$ cat config.mk
export PLATFORM = sky130hd
export DESIGN_NAME = pll_lock_sequencer
export DESIGN_NICKNAME = d
export VERILOG_FILES = /design/src/rtl/pll_lock_sequencer.sv
export SDC_FILE = /design/constraint.sdc
export NUM_CORES = 1
export LEC_CHECK = 0
export CAP_MARGIN = 10
export CORE_ASPECT_RATIO = 1.25
export CORE_MARGIN = 2
export CORE_UTILIZATION = 53
export DETAILED_ROUTE_END_ITERATION = 10
export PLACE_DENSITY = 0.79
export SYNTH_ARGS = -nofsm -noshare
export SYNTH_HDL_FRONTEND = slang
export SYNTH_SLANG_ARGS = --single-unit
export TNS_END_PERCENT = 100
$ cat constraint.sdc
create_clock -name clk -period 3.4 [get_ports clk]
set_input_delay 0.85 -clock clk [delete_from_list [all_inputs] [get_ports clk]]
set_output_delay 0.85 -clock clk [all_outputs]
set_load 0.01 [all_outputs]
$ cat src/rtl/pll_lock_sequencer.sv
// Power-up/lock sequencer for one alta_pllx, clocked by the PLL reference clock.
// Define PLL_SEQ_FAULT_CNT_EN to build the saturating timeout/lock-loss counter.
module pll_lock_sequencer #(
  parameter int CNT_W         = 16,
  parameter int RESET_CYCLES  = 16,
  parameter int LOCK_TIMEOUT  = 4096,
  parameter int SETTLE_CYCLES = 256,
  parameter int MAX_RETRIES   = 3
) (
  input  logic       clk,
  input  logic       resetn,
  input  logic       enable,
  input  logic       restart,
  input  logic       pll_locked,
  output logic       pll_en,
  output logic       pll_resetn,
  output logic       pll_clkout_en,
  output logic       ready,
  output logic       fault,
  output logic [2:0] state,
  output logic [7:0] fault_cnt
);

  localparam int RET_W = (MAX_RETRIES < 1) ? 1 : $clog2(MAX_RETRIES + 1);
  localparam logic [CNT_W-1:0] RESET_LAST   = CNT_W'(RESET_CYCLES - 1);
  localparam logic [CNT_W-1:0] TIMEOUT_LAST = CNT_W'(LOCK_TIMEOUT - 1);
  localparam logic [CNT_W-1:0] SETTLE_LAST  = CNT_W'(SETTLE_CYCLES - 1);
  localparam logic [RET_W-1:0] RET_MAX      = RET_W'(MAX_RETRIES);

  typedef enum logic [2:0] {
    ST_OFF       = 3'd0,
    ST_RESET     = 3'd1,
    ST_WAIT_LOCK = 3'd2,
    ST_SETTLE    = 3'd3,
    ST_RUN       = 3'd4,
    ST_FAULT     = 3'd5
  } state_t;

  // Kept as a plain vector so the unused encodings 6/7 are representable and recoverable.
  logic [2:0]       state_reg;
  state_t           state_next;
  logic [CNT_W-1:0] cnt_reg, cnt_next;
  logic [RET_W-1:0] retry_reg, retry_next;
  logic [1:0]       sync_reg;
  logic             lock_s;
  logic             timeout_ev, loss_ev;
  logic             pll_en_next, pll_resetn_next, run_next, fault_next;

  assign lock_s = sync_reg[1];
  assign state  = state_reg;

  always_comb begin
    state_next = state_t'(state_reg);
    cnt_next   = cnt_reg;
    retry_next = retry_reg;
    timeout_ev = 1'b0;
    loss_ev    = 1'b0;
    if (!enable) begin
      state_next = ST_OFF;
      cnt_next   = '0;
      retry_next = '0;
    end else if (restart && (state_reg != ST_OFF)) begin
      state_next = ST_RESET;
      cnt_next   = '0;
      retry_next = '0;
    end else begin
      case (state_reg)
        ST_OFF: begin
          state_next = ST_RESET;
          cnt_next   = '0;
        end
        ST_RESET: begin
          if (cnt_reg == RESET_LAST) begin
            state_next = ST_WAIT_LOCK;
            cnt_next   = '0;
          end else begin
            cnt_next = cnt_reg + CNT_W'(1);
          end
        end
        ST_WAIT_LOCK: begin
          if (lock_s) begin
            state_next = ST_SETTLE;
            cnt_next   = '0;
          end else if (cnt_reg == TIMEOUT_LAST) begin
            timeout_ev = 1'b1;
            cnt_next   = '0;
            if (retry_reg < RET_MAX) begin
              retry_next = retry_reg + RET_W'(1);
              state_next = ST_RESET;
            end else begin
              state_next = ST_FAULT;
            end
          end else begin
            cnt_next = cnt_reg + CNT_W'(1);
          end
        end
        ST_SETTLE: begin
          // Any dropout restarts the stability window rather than re-resetting the PLL.
          if (!lock_s) begin
            cnt_next = '0;
          end else if (cnt_reg == SETTLE_LAST) begin
            state_next = ST_RUN;
            cnt_next   = '0;
            retry_next = '0;
          end else begin
            cnt_next = cnt_reg + CNT_W'(1);
          end
        end
        ST_RUN: begin
          if (!lock_s) begin
            loss_ev    = 1'b1;
            state_next = ST_RESET;
            cnt_next   = '0;
          end
        end
        ST_FAULT: begin
          state_next = ST_FAULT;
        end
        default: begin
          state_next = ST_OFF;
          cnt_next   = '0;
          retry_next = '0;
        end
      endcase
    end
  end

  assign pll_en_next     = (state_next == ST_RESET) || (state_next == ST_WAIT_LOCK) ||
                           (state_next == ST_SETTLE) || (state_next == ST_RUN);
  assign pll_resetn_next = (state_next == ST_WAIT_LOCK) || (state_next == ST_SETTLE) ||
                           (state_next == ST_RUN);
  assign run_next        = (state_next == ST_RUN);
  assign fault_next      = (state_next == ST_FAULT);

  always_ff @(posedge clk) begin
    if (!resetn) begin
      state_reg     <= ST_OFF;
      cnt_reg       <= '0;
      retry_reg     <= '0;
      sync_reg      <= '0;
      pll_en        <= 1'b0;
      pll_resetn    <= 1'b0;
      pll_clkout_en <= 1'b0;
      ready         <= 1'b0;
      fault         <= 1'b0;
    end else begin
      state_reg     <= state_next;
      cnt_reg       <= cnt_next;
      retry_reg     <= retry_next;
      pll_en        <= pll_en_next;
      pll_resetn    <= pll_resetn_next;
      pll_clkout_en <= run_next;
      ready         <= run_next;
      fault         <= fault_next;
      // Lock is meaningless while the PLL is held in reset, so stale lock never leaks through.
      if (pll_resetn_next) begin
        sync_reg <= {sync_reg[0], pll_locked};
      end else begin
        sync_reg <= '0;
      end
    end
  end

`ifdef PLL_SEQ_FAULT_CNT_EN
  logic [7:0] fault_cnt_reg;

  always_ff @(posedge clk) begin
    if (!resetn) begin
      fault_cnt_reg <= 8'd0;
    end else if ((timeout_ev || loss_ev) && (fault_cnt_reg != 8'hFF)) begin
      fault_cnt_reg <= fault_cnt_reg + 8'd1;
    end
  end

  assign fault_cnt = fault_cnt_reg;
`else
  logic unused_events;
  assign unused_events = timeout_ev | loss_ev;
  assign fault_cnt     = 8'd0;
`endif

endmodule

==> impl_metrics.tcl <==
set metrics [dict create \
    placed_cells 202 \
    grt-ovfl-total 0 \
    dp.final_hpwl_um 1946 \
    syn_to_final_growth_pct 9.477 \
    skew_ns 0.004643 \
    die_area_sq_mm 0.003043 \
    cts_buffers 3 \
    portBuffers 12 \
    syn_inst 164 \
    grt_first_pass_wirelength_um 4374 \
    drive_above_1_share_pct 9.249 \
    clock_latency_ns 0.34 \
    cts_root_buf "clkbuf_4" \
    worstMarginPinSlew_ns 0.8395 \
    timing.final.crit_share_pct 76.75 \
    cts.clk_slew.worst_paths_ns 0.16 \
    hold_ws_ns 0.4654 \
    ir_drop_mv 0.2676 \
    cap_violations 0 \
    wl_per_cell_um 12.34 \
    critPathMostFrequentCell "or4_4" \
    max_stage_delay_ns 0.56 \
    gp_congestion 0.7695 \
    grt_max_degree 18 \
    p_leak_nw 0.5185 \
    yosysWarnings 0 \
    setup_viol 0 \
    async_flop_share_pct 0 \
    ys_types 41 \
    post_cts_resized 0 \
    final.setup.tns_ns 0 \
    max_freq_ghz 0.3832 \
    htreeDepth 1 \
    path_delay_family "simple AND/OR/NAND/NOR gates" \
    drt_iter0_markers 27 \
    first_pass_iters 4 \
    cts_hold_buffers 0 \
    initial_utilization_pct 56.53 \
    clock-sinks 27 \
    critPathKind "reg -> reg" \
    powerDensity_mw_per_mm2 330.2 \
    max-slew-margin-rel_pct 43.91 \
    vias 1115 \
    fin_crit_ns 2.609 \
    dp_slack_ns 0.7876 \
    final_common_cell "dfxtp_1" \
    cp-end-kind "flop" \
    num_antenna_cells 0 \
    syn_avg_cell_area_sq_um 8.453 \
    worst_slack_ns 0.7906 \
    worstHoldPathType "reg -> reg" \
    die_h_um 61.18 \
    viasPerCell 5.413 \
    largest_register_ffs 16 \
    ys.flop_type "dfxtp_1" \
    tritoncts "yes" \
    routed_wl_um 2543 \
    crit_arrival_ns 2.83 \
    finalHoldViolations 0 \
    slew_viol_final 0 \
    outcome "finished, final reports clean" \
    post-cts-setup-buffer-count 0 \
    layout_common_cells "dfxtp_1, nor2_1, nand2_1, clkdlybuf4s50_1" \
    num_rows 20 \
    critical_path.cell_chain "or4_4, or4_4, a211o_2, o21bai_2, nor2_1" \
    grt_setup_unrepaired "no" \
    nets 181 \
    io_pins 21 \
    instances_no_fill 206 \
    cp.required_ns 3.62 \
    cp_slowest_cell "or4_4" \
    synth-edff-count 0 \
    grt_usage_pct 19.01 \
    die_w_um 49.75 \
    core_sq_mm 0.002452 \
    synth_area_sq_mm 0.001386 \
    worstSetupStartpointType "flop" \
    route.detailed.drc 0 \
    antenna_found_initial 0 \
    critPathMaxFanout 15 \
    clock_tree.buffer_depth 2 \
    ys_ff_latch 27 \
    seq_area_frac_synth_pct 38.99 \
    grt_pass1_vias 1045 \
    final_antenna_net_count 0 \
    critPathBufInv 0 \
]
per-stage QoR:
stage,utilization (%),power [mW],cell area [sq um]
floorplan,-,0.3496,1413
global placement,60.61,0.3524,1486
detailed placement,60.61,0.3530,1486
CTS,61.89,0.5017,1518
global route,61.89,0.5162,1518
finish,61.89,0.5012,1518
synthesized netlist by cell type, types with 2 or more instances:
library cell | number | area share [%]
dfxtp_1 | 27 | 39
nor2_1 | 25 | 6.8
nand2_1 | 14 | 3.8
buf_4 | 9 | 4.9
a21oi_1 | 8 | 2.9
xor2_1 | 8 | 5.1
xnor2_1 | 7 | 4.4
inv_1 | 5 | 1.4
nand4_1 | 5 | 2.3
clkbuf_1 | 4 | 1.1
nand3_1 | 4 | 1.4
nor2b_1 | 4 | 1.8
nor3_1 | 4 | 1.4
nor4_1 | 3 | 1.4
or3_1 | 3 | 1.4
or4_1 | 3 | 1.6
ha_1 | 2 | 1.8
nor3b_1 | 2 | 1.1
o21ai_0 | 2 | 0.72
o21bai_1 | 2 | 1.1
or3b_2 | 2 | 1.3
or4_4 | 2 | 1.6
where the power goes:
part / total, mW / internal (mW) / switching [mW] / leakage, nW
Clock: 0.155 / 0.0483 / 0.107 / 0.0183
Combinational: 0.0261 / 0.0119 / 0.0142 / 0.282
Sequential: 0.320 / 0.318 / 0.00188 / 0.218
Total: 0.501 / 0.379 / 0.123 / 0.519
logic make-up (layout without fill, tap and decap cells):
family	after synthesis	count (layout)	synth area share (%)
compound gates	23	23	11.91
xor+xnor	15	15	9.477
fa+ha+maj	2	2	1.805
buf+inv	19	21	7.671
flops	27	27	38.99
other cells	1	8	0.2705
simple gates	77	77	29.87
path summary, 6_finish.rpt:
check	start	endpoint	slack, ns	cells past startpoint
hold reg to reg	sync_reg[0]	sync_reg[1]	0.47	1
setup reg to reg	cnt_reg[12]	cnt_reg[6]	0.79	5
hold / removal	sync_reg[0]	sync_reg[1]	0.47	1
setup / recovery	cnt_reg[12]	cnt_reg[6]	0.79	5
area by class of cell:
type	count	area, sq um
timing repair buffer	12	120.1
sequential	27	540.5
clock buffer	3	22.52
clock inverter	1	8.758
multi-input combinational	125	765.7
tap	33	41.29
inverter	5	18.77
fill	229	934.6
metal layers:
metal / share of wire, % / track usage, %
met1: 42 / 19.54
met2: 54 / 37.90
met3: 2.2 / 2.184
met4: 1.9 / 10.32
met5: 0 / 0
Power figures use the tool's default switching activity.
